$ cat src/rtl/vga_frame_reader_if.sv
// Framebuffer read port between the scan-out reader and the output RAM.
// The reader drives address/enable; the RAM returns one byte per read.
interface vga_frame_reader_if #(
    parameter int ADDR_W = 17
);
    logic [ADDR_W-1:0] RD_ADDR;
    logic              RD_EN;
    logic [7:0]        RD_DATA;

    modport master (
        output RD_ADDR,
        output RD_EN,
        input  RD_DATA
    );

    modport slave (
        input  RD_ADDR,
        input  RD_EN,
        output RD_DATA
    );
endinterface

$ cat src/rtl/vga_frame_reader.sv
// VGA scan-out of a centred grayscale image from the output framebuffer.
// A frame is shown only if IMG_READY was high at its first pixel.
module vga_frame_reader #(
    parameter int H_ACTIVE = 640,
    parameter int H_FP     = 16,
    parameter int H_SYNC   = 96,
    parameter int H_BP     = 48,
    parameter int V_ACTIVE = 480,
    parameter int V_FP     = 10,
    parameter int V_SYNC   = 2,
    parameter int V_BP     = 33,
    parameter int IMG_W    = 320,
    parameter int IMG_H    = 240,
    parameter int ADDR_W   = 17
) (
    input  logic               CLK,
    input  logic               RESET,
    input  logic               PIX_EN,
    input  logic               IMG_READY,
    vga_frame_reader_if.master fb,
    output logic               VGA_HS,
    output logic               VGA_VS,
    output logic               VGA_BLANK_N,
    output logic [7:0]         VGA_R,
    output logic [7:0]         VGA_G,
    output logic [7:0]         VGA_B,
    output logic               FRAME_START,
    output logic               SHOWING
);
    localparam int H_TOTAL = H_ACTIVE + H_FP + H_SYNC + H_BP;
    localparam int V_TOTAL = V_ACTIVE + V_FP + V_SYNC + V_BP;
    localparam int HW      = $clog2(H_TOTAL);
    localparam int VW      = $clog2(V_TOTAL);
    localparam int X0      = (H_ACTIVE - IMG_W) / 2;
    localparam int Y0      = (V_ACTIVE - IMG_H) / 2;

    localparam logic [HW-1:0] H_LAST  = HW'(H_TOTAL - 1);
    localparam logic [HW-1:0] H_ACT   = HW'(H_ACTIVE);
    localparam logic [HW-1:0] H_WLO   = HW'(X0);
    localparam logic [HW-1:0] H_WHI   = HW'(X0 + IMG_W - 1);
    localparam logic [HW-1:0] H_SLO   = HW'(H_ACTIVE + H_FP);
    localparam logic [HW-1:0] H_SHI   = HW'(H_ACTIVE + H_FP + H_SYNC - 1);
    localparam logic [VW-1:0] V_LAST  = VW'(V_TOTAL - 1);
    localparam logic [VW-1:0] V_ACT   = VW'(V_ACTIVE);
    localparam logic [VW-1:0] V_WLO   = VW'(Y0);
    localparam logic [VW-1:0] V_WHI   = VW'(Y0 + IMG_H - 1);
    localparam logic [VW-1:0] V_SLO   = VW'(V_ACTIVE + V_FP);
    localparam logic [VW-1:0] V_SHI   = VW'(V_ACTIVE + V_FP + V_SYNC - 1);

    logic [HW-1:0]     r_h;
    logic [VW-1:0]     r_v;
    logic [ADDR_W-1:0] r_addr;
    logic [ADDR_W-1:0] r_rd_addr;
    logic              r_rd_en;
    logic              r_showing;

    logic              r_d1_hs;
    logic              r_d1_vs;
    logic              r_d1_act;
    logic              r_d1_win;
    logic              r_d1_fs;

    logic              r_hs;
    logic              r_vs;
    logic              r_blank_n;
    logic [7:0]        r_pix;
    logic              r_fs;

    logic              w_h_last;
    logic              w_v_last;
    logic              w_frame0;
    logic              w_active;
    logic              w_in_win;
    logic              w_hs_n;
    logic              w_vs_n;
    logic              w_show;
    logic              w_fetch;
    logic [ADDR_W-1:0] w_addr_cur;

    // Stage 0: decode the current raster position
    always_comb begin
        w_h_last   = (r_h == H_LAST);
        w_v_last   = (r_v == V_LAST);
        w_frame0   = (r_h == '0) && (r_v == '0);
        w_active   = (r_h < H_ACT) && (r_v < V_ACT);
        w_in_win   = w_active
                   && (r_h >= H_WLO) && (r_h <= H_WHI)
                   && (r_v >= V_WLO) && (r_v <= V_WHI);
        w_hs_n     = !((r_h >= H_SLO) && (r_h <= H_SHI));
        w_vs_n     = !((r_v >= V_SLO) && (r_v <= V_SHI));
        // The frame's first pixel already obeys the freshly latched flag
        w_show     = w_frame0 ? IMG_READY : r_showing;
        w_fetch    = w_in_win && w_show;
        w_addr_cur = w_frame0 ? '0 : r_addr;
    end

    always_ff @(posedge CLK or negedge RESET) begin
        if (!RESET) begin
            r_h <= '0;
            r_v <= '0;
        end else if (PIX_EN) begin
            r_h <= w_h_last ? '0 : r_h + HW'(1);
            if (w_h_last) begin
                r_v <= w_v_last ? '0 : r_v + VW'(1);
            end
        end
    end

    // Stage 1: framebuffer request and delayed timing flags
    always_ff @(posedge CLK or negedge RESET) begin
        if (!RESET) begin
            r_showing <= 1'b0;
            r_addr    <= '0;
            r_rd_addr <= '0;
            r_rd_en   <= 1'b0;
            r_d1_hs   <= 1'b1;
            r_d1_vs   <= 1'b1;
            r_d1_act  <= 1'b0;
            r_d1_win  <= 1'b0;
            r_d1_fs   <= 1'b0;
        end else if (PIX_EN) begin
            r_showing <= w_show;
            r_rd_addr <= w_addr_cur;
            r_rd_en   <= w_fetch;
            r_addr    <= w_fetch ? w_addr_cur + ADDR_W'(1)
                                 : w_addr_cur;
            r_d1_hs   <= w_hs_n;
            r_d1_vs   <= w_vs_n;
            r_d1_act  <= w_active;
            r_d1_win  <= w_fetch;
            r_d1_fs   <= w_frame0;
        end
    end

    // Stage 2: RAM data arrives here, aligned with its sync flags
    always_ff @(posedge CLK or negedge RESET) begin
        if (!RESET) begin
            r_hs      <= 1'b1;
            r_vs      <= 1'b1;
            r_blank_n <= 1'b0;
            r_pix     <= 8'h00;
            r_fs      <= 1'b0;
        end else if (PIX_EN) begin
            r_hs      <= r_d1_hs;
            r_vs      <= r_d1_vs;
            r_blank_n <= r_d1_act;
            r_pix     <= r_d1_win ? fb.RD_DATA : 8'h00;
            r_fs      <= r_d1_fs;
        end
    end

    assign fb.RD_ADDR  = r_rd_addr;
    assign fb.RD_EN    = r_rd_en;
    assign VGA_HS      = r_hs;
    assign VGA_VS      = r_vs;
    assign VGA_BLANK_N = r_blank_n;
    assign VGA_R       = r_pix;
    assign VGA_G       = r_pix;
    assign VGA_B       = r_pix;
    assign FRAME_START = r_fs;
    assign SHOWING     = r_showing;
endmodule
$ cat src/flat_wrapper.sv
// flat-port wrapper written by rule: the top's interface ports become plain ports
module vga_frame_reader_flat 
#(
    parameter int H_ACTIVE = 640,
    parameter int H_FP     = 16,
    parameter int H_SYNC   = 96,
    parameter int H_BP     = 48,
    parameter int V_ACTIVE = 480,
    parameter int V_FP     = 10,
    parameter int V_SYNC   = 2,
    parameter int V_BP     = 33,
    parameter int IMG_W    = 320,
    parameter int IMG_H    = 240,
    parameter int ADDR_W   = 17
)
  (CLK, RESET, PIX_EN, IMG_READY, VGA_HS, VGA_VS, VGA_BLANK_N, VGA_R, VGA_G, VGA_B, FRAME_START, SHOWING, fb_RD_ADDR, fb_RD_EN, fb_RD_DATA);
  vga_frame_reader_if #(.ADDR_W(ADDR_W)) fb_i ();
  input  logic CLK;
  input  logic RESET;
  input  logic PIX_EN;
  input  logic IMG_READY;
  output logic VGA_HS;
  output logic VGA_VS;
  output logic VGA_BLANK_N;
  output logic [7:0] VGA_R;
  output logic [7:0] VGA_G;
  output logic [7:0] VGA_B;
  output logic FRAME_START;
  output logic SHOWING;
  output wire logic [$bits(fb_i.RD_ADDR)-1:0] fb_RD_ADDR;
  output wire logic [$bits(fb_i.RD_EN)-1:0] fb_RD_EN;
  input wire logic [$bits(fb_i.RD_DATA)-1:0] fb_RD_DATA;
  assign fb_RD_ADDR = fb_i.RD_ADDR;
  assign fb_RD_EN = fb_i.RD_EN;
  assign fb_i.RD_DATA = fb_RD_DATA;
  vga_frame_reader #(.H_ACTIVE(H_ACTIVE), .H_FP(H_FP), .H_SYNC(H_SYNC), .H_BP(H_BP), .V_ACTIVE(V_ACTIVE), .V_FP(V_FP), .V_SYNC(V_SYNC), .V_BP(V_BP), .IMG_W(IMG_W), .IMG_H(IMG_H), .ADDR_W(ADDR_W)) u_core (.CLK(CLK), .RESET(RESET), .PIX_EN(PIX_EN), .IMG_READY(IMG_READY), .fb(fb_i), .VGA_HS(VGA_HS), .VGA_VS(VGA_VS), .VGA_BLANK_N(VGA_BLANK_N), .VGA_R(VGA_R), .VGA_G(VGA_G), .VGA_B(VGA_B), .FRAME_START(FRAME_START), .SHOWING(SHOWING));
endmodule
$ cat config.mk
export PLATFORM = sky130hd
export DESIGN_NAME = vga_frame_reader_flat
export DESIGN_NICKNAME = d
export VERILOG_FILES = /design/src/rtl/vga_frame_reader_if.sv /design/src/rtl/vga_frame_reader.sv /design/src/flat_wrapper.sv
export SDC_FILE = /design/constraint.sdc
export NUM_CORES = 1
export LEC_CHECK = 0
export CORE_UTILIZATION = 45
export CTS_CLUSTER_DIAMETER = 80
export DETAILED_ROUTE_END_ITERATION = 10
export GPL_TIMING_DRIVEN = 0
export HOLD_SLACK_MARGIN = 0.05
export PLACE_DENSITY = 0.69
export SLEW_MARGIN = 20
export SYNTH_ARGS = -nofsm -noshare
export SYNTH_HDL_FRONTEND = slang
export SYNTH_SLANG_ARGS = --single-unit
$ cat constraint.sdc
create_clock -name CLK -period 2.8 [get_ports CLK]
set_input_delay 0.42 -clock CLK [delete_from_list [all_inputs] [get_ports CLK]]
set_output_delay 0.42 -clock CLK [all_outputs]
set_load 0.05 [all_outputs]
==> impl_metrics.yaml, run 1 <==
floorplan:
  num_rows: 32
  core_um2: 7850
  die_w_um: 92.8
  die_h_um: 92.8
  initial_core_util_pct: 47.3
  die_area_um2: 8620
  pin_count: 59
sta:
  hold_violations: 0
  timing.hold.ws_ps: 487
  finClkSkew_ps: 13.8
  tightest_slew_ps: 696
  fmax_mhz: 371
  setup_violations: 0
  fin_crit_sh_pct: 96.2
  relSlewSlack_pct: 53.3
  drv_slew: 0
  period_minus_slack_ps: 2690
setup_path:
  cp_max_fo: 9
  worstPathCellList: "clkbuf_1 -> or4_1 -> nor2_2 -> nand4_1 -> and2_1 -> ha_2 -> inv_1 -> or4_4 -> or4_1 -> nand3_1"
  worst-path-buf-inv: 2
  rr_startpoint: "u_core.r_v[4]"
  crit_end: "u_core.r_addr[8]"
  worstReg2RegEnd: "u_core.r_addr[8]"
  required_ps: 3090
  crit_slowest_cell: "or4_4"
  rr_worst_depth: 10
  crit_start: "u_core.r_v[4]"
  cpLargestDelayFamily: "simple AND/OR/NAND/NOR gates"
  cp-end-kind: "register"
  cpMostUsedCell: "or4_1"
  cp-start-kind: "register"
  cp_slowest_stage_delay_ps: 580
  path_class: "register to register"
  arrival_ps: 2980
  r2r_slack_ps: 110
  crit_cells: 10
placement:
  io_buffer_count: 57
  gp_congestion: 0.854
  place_area_um2: 4440
  hpwl_um: 6130
clock_tree:
  root_buffer: "clkbuf_8"
  h-tree-depth: 3
  clock_latency_ps: 350
  numCtsBuffers: 9
  cts_tree: "done"
  cts.sinks: 72
  path_clk_slew_ps: 80
  cts_max_path_buffers: 2
synth:
  ys_async_sr_fraction_pct: 100
  synth.top_cell.area_share_pct: 45.8
  synthTopCellsByCount: "dfrtp_1 (68), nand2_1 (46), nand3_1 (25), o21ai_0 (22)"
  synth_edf_count: 0
  yosys_warnings: 0
  synth.most_common_cell: "dfrtp_1"
  syn-cell-area_um2: 3710
  synth_area_leader_cell: "dfrtp_1"
  ys.flop_type: "dfrtp_1"
  ys_ff_latch: 72
  synth_area_leaders: "dfrtp_1 (46%), nand2_1 (4.6%), o2bb2ai_1 (3.5%), nand3_1 (3.4%), buf_4 (3.2%)"
  netlist_instances: 387
  synth_fp_nets: 404
  syn_avg_cell_area_um2: 9.60
  seq_area_frac_synth_pct: 48.7
  ys_types: 51
finish:
  finalInstanceArea_um2: 4660
  layout.nets: 472
  antenna-diode-count: 0
  drive_gt1_share_pct: 12.4
  syn2layout_area_growth_pct: 25.4
route:
  drc: 0
  dr.pass1.iters: 5
  vias: 3165
  routed_via_density: 5.64
  drt-total-wl_um: 8560
  first_iter_violations: 225
  wl_per_cell_um: 15.3
  ant_nets: 0
grt:
  grt_usage_pct: 21.0
  grt_max_degree: 51
  grt-ovfl-total: 0
  grt_pass1_vias: 2963
  grt_antenna_before_repair: 0
  grt_pass1_wl_um: 14200
power_and_ir_drop:
  pwr-share-clk_pct: 37.6
  seq_power_share_pct: 50.2
  swShare_pct: 27.0
  p_leak_nw: 1.91
  p_switching_uw: 609
  combPwrFrac_pct: 12.2
  p_per_area_nw_per_um2: 484
  ir_worst_vdd_mv: 0.221
  p_int_mw: 1.64
outcome:
  status: "finished, final reports clean"
hold_path:
  hold_class: "register to register"
run:
  drv_cap: 0
## registers in the layout, summed over array words and instances (netlist names), 8 cells and up
name,count
u_core.fb.RD_ADDR,17
u_core.r_addr,17
u_core.r_h,10
u_core.VGA_B,8
u_core.r_v,10
## metrics by stage
step / power (mW) / util (%) / worst slack [ps] / cells / setup TNS [ps]
floorplan: 1.32 / - / 156 / 387 / 0
global placement: 1.42 / 56.2 / -1190 / 546 / -81770
detailed placement: 1.43 / 56.5 / -102 / 547 / -204
CTS: 2.27 / 59.3 / 7.26 / 562 / 0
global route: 2.36 / 59.3 / -33.1 / 561 / -42.7
finish: 2.25 / 59.3 / 107 / 561 / 0
## power groups by stage
stage	Sequential (mW)	Clock, mW	Combinational [mW]
after floorplan	1.19	0	0.129
after global placement	1.15	0	0.267
after detailed placement	1.15	0	0.276
after CTS	1.13	0.859	0.277
after global routing	1.14	0.916	0.308
final	1.13	0.849	0.274
## timing repair
| action | 4_1_cts | 5_1_grt |
|---|---|---|
| setup endpoints to repair | 3 | 5 |
| hold buffers | 1 | 0 |
| hold endpoints to repair | 22 | 0 |
| buffers inserted | 1 | 0 |
| gates resized for setup | 0 | 3 |
## per-layer routing
metal	share of wire [%]	track usage [%]
met1	47	29.5
met3	4.9	2.71
met2	46	32.0
met5	0	0
met4	2.0	10.4
## layout make-up
type	instances	area (µm²)
clock buffer	11	151
buffer	36	198
sequential	72	1810
inverter	18	67.6
multi-input combinational	258	1640
timing repair buffer	60	613
tap	102	128
clock inverter	4	53.8
fill	703	3190
## worst min path at each step
stage                                startpoint               endpoint  slack [ps]  cells after the start
after floorplan                           RESET     u_core.FRAME_START         120                      0
after global placement    u_core.fb.RD_ADDR[16]  u_core.fb.RD_ADDR[16]         470                      1
after detailed placement                  RESET   u_core.fb.RD_ADDR[4]         340                      1
after CTS                 u_core.fb.RD_ADDR[16]  u_core.fb.RD_ADDR[16]         490                      1
after global routing      u_core.fb.RD_ADDR[14]  u_core.fb.RD_ADDR[14]         500                      1
final                     u_core.fb.RD_ADDR[14]  u_core.fb.RD_ADDR[14]         490                      1
## logic make-up (layout without fill, tap and decap cells)
family	count (synthesis)	in the layout	share of synthesized area [%]
adders and majority gates	5	5	1.68
buffers and inverters	57	129	7.45
DFF	72	72	48.7
muxes	9	9	2.73
and+or+nand+nor	156	156	22.5
xor gates and xnor gates	10	10	2.36
AOI/OAI and AO/OA	78	78	14.7
## placed cells by master (no fill, tap or decap), types with 9 or more instances in the layout
cell type	synthesis	routed
dfrtp_1	68	68
clkdlybuf4s50_1	0	56
nand2_1	46	46
nand3_1	25	25
o21ai_0	22	22
inv_1	18	18
buf_4	16	18
clkbuf_1	18	15
o2bb2ai_1	15	15
nor2_1	15	14
o211ai_1	13	13
clkbuf_8	0	11
mux2_2	9	9
Note: power is estimated with default switching activity, not from simulation.
==> run 2: changes to the inputs <==
--- a/config.mk
+++ b/config.mk
@@ -8,7 +8,6 @@
 export CORE_UTILIZATION = 45
 export CTS_CLUSTER_DIAMETER = 80
 export DETAILED_ROUTE_END_ITERATION = 10
-export GPL_TIMING_DRIVEN = 0
 export HOLD_SLACK_MARGIN = 0.05
 export PLACE_DENSITY = 0.69
 export SLEW_MARGIN = 20
==> run 2 against run 1 <==
  * Total power down 1.4%
  * Cell count decreased by 4.8%
  * Sequential power about the same
  * Die area unchanged
  * Hold slack got worse by 400 ps
  * Critical endpoint unchanged
  * Critical path type unchanged
  * Largest cell class unchanged
  * Highest routed layer unchanged
  * Via count decreased by 5.2%
  * Clock-buffer cell count stayed put
==> impl_metrics.yaml, run 2 (synthesis results as in run 1) <==
finish:
  finalInstanceArea_um2: 4490
  syn2layout_area_growth_pct: 21.0
  final_cell_mix: "dfrtp_1 (68), clkdlybuf4s50_1 (56), nand2_1 (46)"
  antenna-diode-count: 0
  layout_commonest_cell: "dfrtp_1"
  layout.nets: 444
  fin_util_pct: 57.3
  instances_no_fill: 534
  drive_gt1_share_pct: 10.9
clock_tree:
  root_buffer: "clkbuf_8"
  cts_max_path_buffers: 2
  h-tree-depth: 3
  clock_latency_ps: 340
  path_clk_slew_ps: 70
  hold_buffers: 0
  post-cts-setup-buffers: 0
  numCtsBuffers: 9
  cts_tree: "done"
  cts.sinks: 72
run:
  drv_cap: 0
setup_path:
  cpMostUsedCell: "inv_1"
  worstReg2RegEnd: "u_core.r_addr[8]"
  r2r_slack_ps: 170
  rr_worst_depth: 11
  cp_slowest_stage_delay_ps: 570
  path_class: "register to register"
  arrival_ps: 2910
  required_ps: 3080
  crit_start: "u_core.r_v[1]"
  worstPathCellList: "inv_1 -> ha_1 -> nand2b_1 -> nor2_1 -> nand4_1 -> and2_1 -> ha_2 -> inv_1 -> or4_4 -> or4_1 -> nand3_1"
  cp_max_fo: 6
  cp-start-kind: "register"
  cp-end-kind: "register"
  crit_end: "u_core.r_addr[8]"
  crit_slowest_cell: "or4_4"
  rr_startpoint: "u_core.r_v[1]"
floorplan:
  die_area_um2: 8620
  core_um2: 7850
  num_rows: 32
  die_h_um: 92.8
  initial_core_util_pct: 47.3
  die_w_um: 92.8
  pin_count: 59
grt:
  grt_antenna_before_repair: 0
  grt_usage_pct: 20.4
  grt_pass1_vias: 2777
  grt-ovfl-total: 0
  grt_pass1_wl_um: 13900
  grt_max_degree: 48
sta:
  setup_violations: 0
  relSlewSlack_pct: 59.3
  tightest_slew_ps: 606
  fin_crit_sh_pct: 94.0
  timing.hold.ws_ps: 84.3
  finalSetupTns_ps: 0
  finClkSkew_ps: 10.9
  rsz0062_at_grt: "false"
  period_minus_slack_ps: 2630
  hold_violations: 0
  final.setup.worst_slack_ps: 167
  fmax_mhz: 380
  drv_slew: 0
power_and_ir_drop:
  p_leak_nw: 1.83
  ir_worst_vdd_mv: 0.273
  p_per_area_nw_per_um2: 494
  finalPower_mw: 2.22
placement:
  place_ws_ps: 125
  gp_congestion: 0.871
  place_area_um2: 4290
  io_buffer_count: 58
  dp.cells: 518
  hpwl_um: 5630
hold_path:
  hold_class: "input port to async pin"
route:
  dr.pass1.iters: 4
  wl_per_cell_um: 15.1
  ant_nets: 0
  first_iter_violations: 263
  routed_via_density: 5.62
  drc: 0
  drt-total-wl_um: 8050
  vias: 3002
outcome:
  status: "finished, final reports clean"
-- run 2: cell type report --
type	instances	area [µm²]
clock buffers	11	141
clock inverters	5	56.3
fillers	703	3350
inverters	18	67.6
multi-input cells	258	1640
flip-flops and latches	72	1810
well taps	102	128
repair buffers	68	658
-- run 2: critical path: cells and delay by family (launching register included) --
family / cells / cell delay [ps]
AND/OR/NAND/NOR: 7 / 1640
buffers and inverters: 2 / 140
flip-flops: 1 / 410
adder cells (fa/ha/maj): 2 / 400
-- run 2: worst min-delay path by stage --
stage	from	to	slack, ps	cells past startpoint
floorplan	RESET	u_core.FRAME_START	120	0
global placement	RESET	u_core.fb.RD_ADDR[3]	450	1
detailed placement	RESET	u_core.fb.RD_ADDR[16]	470	1
CTS	RESET	u_core.fb.RD_ADDR[5]	100	1
global route	RESET	u_core.fb.RD_ADDR[16]	130	1
finish	RESET	u_core.fb.RD_ADDR[5]	80	1
-- run 2: layer usage --
layer / share of wire [%] / vias up / track usage, %
li1: - / 1464 / -
met4: 2.0 / 0 / 8.33
met2: 43 / 97 / 29.0
met5: 0 / - / 0
met1: 50 / 1427 / 30.8
met3: 5.1 / 14 / 3.28
-- run 2: report_power, final --
| part | switching (mW) | internal (mW) |
|---|---|---|
| logic | 0.156 | 0.0978 |
| registers | 0.0616 | 1.09 |
| clock network | 0.387 | 0.435 |
-- run 2: timing repair --
item,in CTS,in global routing
resized for setup,0,2
endpoints found under the hold margin,0,0
setup endpoints to repair,0,1
==> run 3: changes to the inputs <==
--- a/config.mk
+++ b/config.mk
@@ -10,7 +10,7 @@
 export DETAILED_ROUTE_END_ITERATION = 10
 export HOLD_SLACK_MARGIN = 0.05
 export PLACE_DENSITY = 0.69
-export SLEW_MARGIN = 20
+export SLEW_MARGIN = 10
 export SYNTH_ARGS = -nofsm -noshare
 export SYNTH_HDL_FRONTEND = slang
 export SYNTH_SLANG_ARGS = --single-unit
==> constraint.sdc (replaced) <==
create_clock -name CLK -period 2.98 [get_ports CLK]
set_input_delay 0.447 -clock CLK [delete_from_list [all_inputs] [get_ports CLK]]
set_output_delay 0.447 -clock CLK [all_outputs]
set_load 0.05 [all_outputs]
==> run 3 against run 2 <==
  * Sequential power shrank 6%
  * Critical path depth shrank 1
  * Largest cell class unchanged
  * Hold slack gained 97 ps
  * Clock skew shrank 3.7 ps
  * Combinational power shrank 7%
  * Maximum frequency shrank 3.6%
  * Via count shrank 1.8%
  * Largest power group unchanged
  * Non-clock buffer count shrank 4
==> impl_metrics.yaml, run 3 (synthesis results as in run 1) <==
floorplan:
  num_rows: 32
  pin_count: 59
  die_h_um: 92.8
  die_area_um2: 8620
  die_w_um: 92.8
  initial_core_util_pct: 47.3
  core_um2: 7850
sta:
  finClkSkew_ps: 7.23
  tightest_slew_ps: 790
  setup_violations: 0
  fmax_mhz: 366
  finalSetupTns_ps: 0
  fin_crit_sh_pct: 91.7
  rsz0062_at_grt: "false"
  drv_slew: 0
  period_minus_slack_ps: 2730
  relSlewSlack_pct: 47.3
  hold_violations: 0
setup_path:
  required_ps: 3260
  cp_max_fo: 6
  cp-end-kind: "register"
  crit_start: "u_core.r_h[0]"
  rr_worst_depth: 10
  cp-start-kind: "register"
  arrival_ps: 3010
  path_class: "register to register"
  rr_startpoint: "u_core.r_h[0]"
clock_tree:
  cts.sinks: 72
  h-tree-depth: 3
  post-cts-setup-buffers: 0
  path_clk_slew_ps: 80
  cts_max_path_buffers: 2
  clock_latency_ps: 340
  cts_resized: 0
  root_buffer: "clkbuf_8"
  cts_tree: "done"
  numCtsBuffers: 9
  hold_buffers: 0
power_and_ir_drop:
  ir_worst_vdd_mv: 0.240
  p_per_area_nw_per_um2: 484
  p_leak_nw: 1.81
placement:
  hpwl_um: 5470
  dp.cells: 514
  io_buffer_count: 58
  gp_congestion: 0.856
grt:
  grt_antenna_before_repair: 0
  grt_pass1_vias: 2736
  grt_pass1_wl_um: 13400
  grt_max_degree: 51
  grt-ovfl-total: 0
  grt_usage_pct: 19.7
run:
  drv_cap: 0
finish:
  layout_commonest_cell: "dfrtp_1"
  layout.nets: 440
  final_cell_mix: "dfrtp_1 (68), clkdlybuf4s50_1 (56), nand2_1 (46)"
  instances_no_fill: 530
  antenna-diode-count: 0
  drive_gt1_share_pct: 9.58
  syn2layout_area_growth_pct: 20.7
route:
  drt-total-wl_um: 7970
  vias: 2949
  drc: 0
  dr.pass1.iters: 4
  routed_via_density: 5.56
  wl_per_cell_um: 15.0
  first_iter_violations: 216
  ant_nets: 0
hold_path:
  hold_class: "input port to async pin"
outcome:
  status: "finished, final reports clean"
[run 3: per-stage QoR]
| stage | utilization [%] | total power, mW | hold slack, ps | instance area [µm²] | worst slack (ps) |
|---|---|---|---|---|---|
| 2_1_floorplan | - | 1.24 | 151 | 3710 | 336 |
| 3_3_place_gp | 54.3 | 1.33 | 470 | 4260 | 423 |
| 3_5_place_dp | 54.3 | 1.33 | 475 | 4260 | 303 |
| 4_1_cts | 57.1 | 2.19 | 200 | 4480 | 272 |
| 5_1_grt | 57.1 | 2.28 | 242 | 4480 | 62.2 |
| 6_report | 57.1 | 2.17 | 181 | 4480 | 248 |
[run 3: final cells by class]
cell class	instances	area, µm²
Inverter	18	67.6
Multi-Input combinational cell	258	1630
Fill cell	713	3370
Clock inverter	6	92.6
Sequential cell	72	1810
Clock buffer	10	128
Tap cell	102	128
Timing Repair Buffer	64	628
[run 3: critical path, stage by stage (launching register included)]
cell and delay [ps]:
dfrtp_1 390, inv_1 80, ha_1 210, nor4b_1 150, nand4_1 140, and2_1 180, ha_1 230, inv_1 70
or4_1 620, or4_1 500, nand3_1 100
[run 3: power by group]
part / switching (mW) / total (mW) / internal [mW]
clock: 0.376 / 0.852 / 0.476
sequential: 0.0618 / 1.08 / 1.02
combinational: 0.144 / 0.235 / 0.0917
[run 3: final timing paths]
path | end | slack, ps
min in group CLK | u_core.fb.RD_ADDR[15] | 490
max | u_core.r_addr[8] | 250
max reg2reg | u_core.r_addr[8] | 250
min reg2reg | u_core.fb.RD_ADDR[15] | 490
min | u_core.fb.RD_ADDR[5] | 180
max in group asynchronous | u_core.r_d1_hs | 2060
[run 3: metal layers]
layer / share of wire [%] / track usage (%)
met1: 49 / 28.3
met2: 46 / 30.0
met3: 5.1 / 3.86
met4: 0.76 / 6.15
met5: 0 / 0
==> RTL edit (config.mk and constraints of run 3) <==
`H_FP` is set to 16 in 2 places; all go to 32.
--- a/src/rtl/vga_frame_reader.sv
+++ b/src/rtl/vga_frame_reader.sv
@@ -3,5 +3,5 @@
 module vga_frame_reader #(
     parameter int H_ACTIVE = 640,
-    parameter int H_FP     = 16,
+    parameter int H_FP     = 32,
     parameter int H_SYNC   = 96,
     parameter int H_BP     = 48,
--- a/src/flat_wrapper.sv
+++ b/src/flat_wrapper.sv
@@ -3,5 +3,5 @@
 #(
     parameter int H_ACTIVE = 640,
-    parameter int H_FP     = 16,
+    parameter int H_FP     = 32,
     parameter int H_SYNC   = 96,
     parameter int H_BP     = 48,
Behaviour: same outputs for any inputs over 10 cycles, from zero or initial values and one cycle with RESET low; that may be too few to reach the edited logic, so the function may still have changed.
==> RTL edit against run 3 <==
Critical path type unchanged; wire length increased by 3.1%; power grew 3.6%; design area grew 2.2%; sequential cell count did not move; clock power is 0.9% higher; area after synthesis rose by 1.1%; non-clock buffer count is 9 higher; highest routed layer unchanged; sequential share of layout area fell by 0.85 points; largest power group unchanged; setup slack worse by 0.11 ns.
==> RTL edit: results (changes against run 3) <==
M1 WL 3818 um (-1.4%); Clk power 0.860 mW (+0.9%); Max rail drop VDD 0.3767 mV (+57%); top post-synthesis cells by count dfrtp_1, nand2_1, o21ai_0, nand3_1, nor2_1; non-clock buffer count 73 (+14%); CP endpoint u_core.r_addr[10]$_DFFE_PN0P_; Post-Synth Adder-Cell Area 0.01666 (-0.0001852); Vias/cell 5.626 (+1.1%); R2R Setup Slk 0.14 ns (-0.11 ns); status complete, no violations; total global-route track usage 0.2038 (+0.006439); mux cell area share after synthesis 0.04199 (+0.01469); vias in the first global route 2885 (+5.4%); Pint 1.633 mW (+2.9%); Iter 0 DRT Violations 144 (-33%); hpwl dp 5489 um (+0.28%); Seq Cell Count 72 (unchanged); Fin Clk Skew 0.01245 ns (+0.005220 ns); leakage 1.831 nW (+0.97%); worst-margin pin slew 0.9080 ns (+0.1176 ns); met2 WL 3748 um (+3.2%); Layout non-clock buf frac 0.1493 (+0.009078); Multi-Input Combinational 256 (-0.78%); Crit-path slowest cell or4_4; Synth Warn # 0 (unchanged); GRT met3 Usage 0.03740 (-0.001189); met3 WL 485 um (+20%); gpl congestion 0.8512 (-0.55%); clock power share 0.383 (-0.010); global-route wire length before repair 13840 um (+3.3%); clk_buf instances 11 (+1); CP max stage delay 0.56 ns (-0.06 ns); n_diodes 0 (unchanged); Primary FF master, synth dfrtp_1; synthesized cell area 3755 sq um (+1.1%); met1 GRT Util 0.2721 (-0.01090); post-synthesis sequential area ratio 0.4812 (-0.005350); synth unique cells 55 (+7.8%); Layout clock area frac 0.04839 (-0.0007610); WP data arrival 3.08 ns (+0.07 ns); CP Max Fanout 5 (-1); Compound-Gate Fraction of Synth Area 0.1223 (-0.02427); layout cells sized above 1 0.1310 (+0.03524); area of the multi-input gates 1670 sq um (+2.5%); reg2reg start u_core.r_v[5]$_DFFE_PN0P_; fillcell total 724 (+1.5%); largest net degree at the start of global routing 73 (+43%); GR Layer Usage met2 0.3235 (+0.02328); Synth Area in XOR/XNOR 0.03965 (+0.01607); Min-Delay Path Class in2async; post-route cell area 4577 sq um (+2.2%); IO buf count 58 (unchanged); nets 447 (+1.6%); Seq/total area 0.3948 (-0.008488); Post-DP Area 4353 sq um (+2.2%); Area contributors post-synth dfrtp_1, nand2_1, o21ai_0, buf_4, dfstp_2; WL final 8221 um (+3.1%)
-- RTL edit: cell count changes in the layout (fill, tap and decap cells not counted), moves of 5 or more --
cell      before  now
a211o_1        0    6
and4_1         6    1
buf_4          5   15
mux2i_1        0    6
nand3_1       25   20
nor3_1         6   11
o211ai_1      13    4
o21ai_0       22   27
or4_1          9    3
-- RTL edit: through the flow --
step,cells,hold WS [ns],setup slack (ns)
finish,537,0.3184,0.1357
global route,537,0.3866,0.009412
CTS,537,0.3475,0.1345
detailed placement,521,0.4730,0.1532
global placement,521,0.4612,0.2066
floorplan,387,0.1514,0.001078
-- RTL edit: critical path, delay by kind of cell, from the launching register on --
| family | cells | cell delay (ns) |
|---|---|---|
| flops | 1 | 0.42 |
| simple gates | 7 | 1.83 |
| fa+ha+maj | 1 | 0.17 |
| compound gates | 1 | 0.16 |
| mux | 1 | 0.14 |
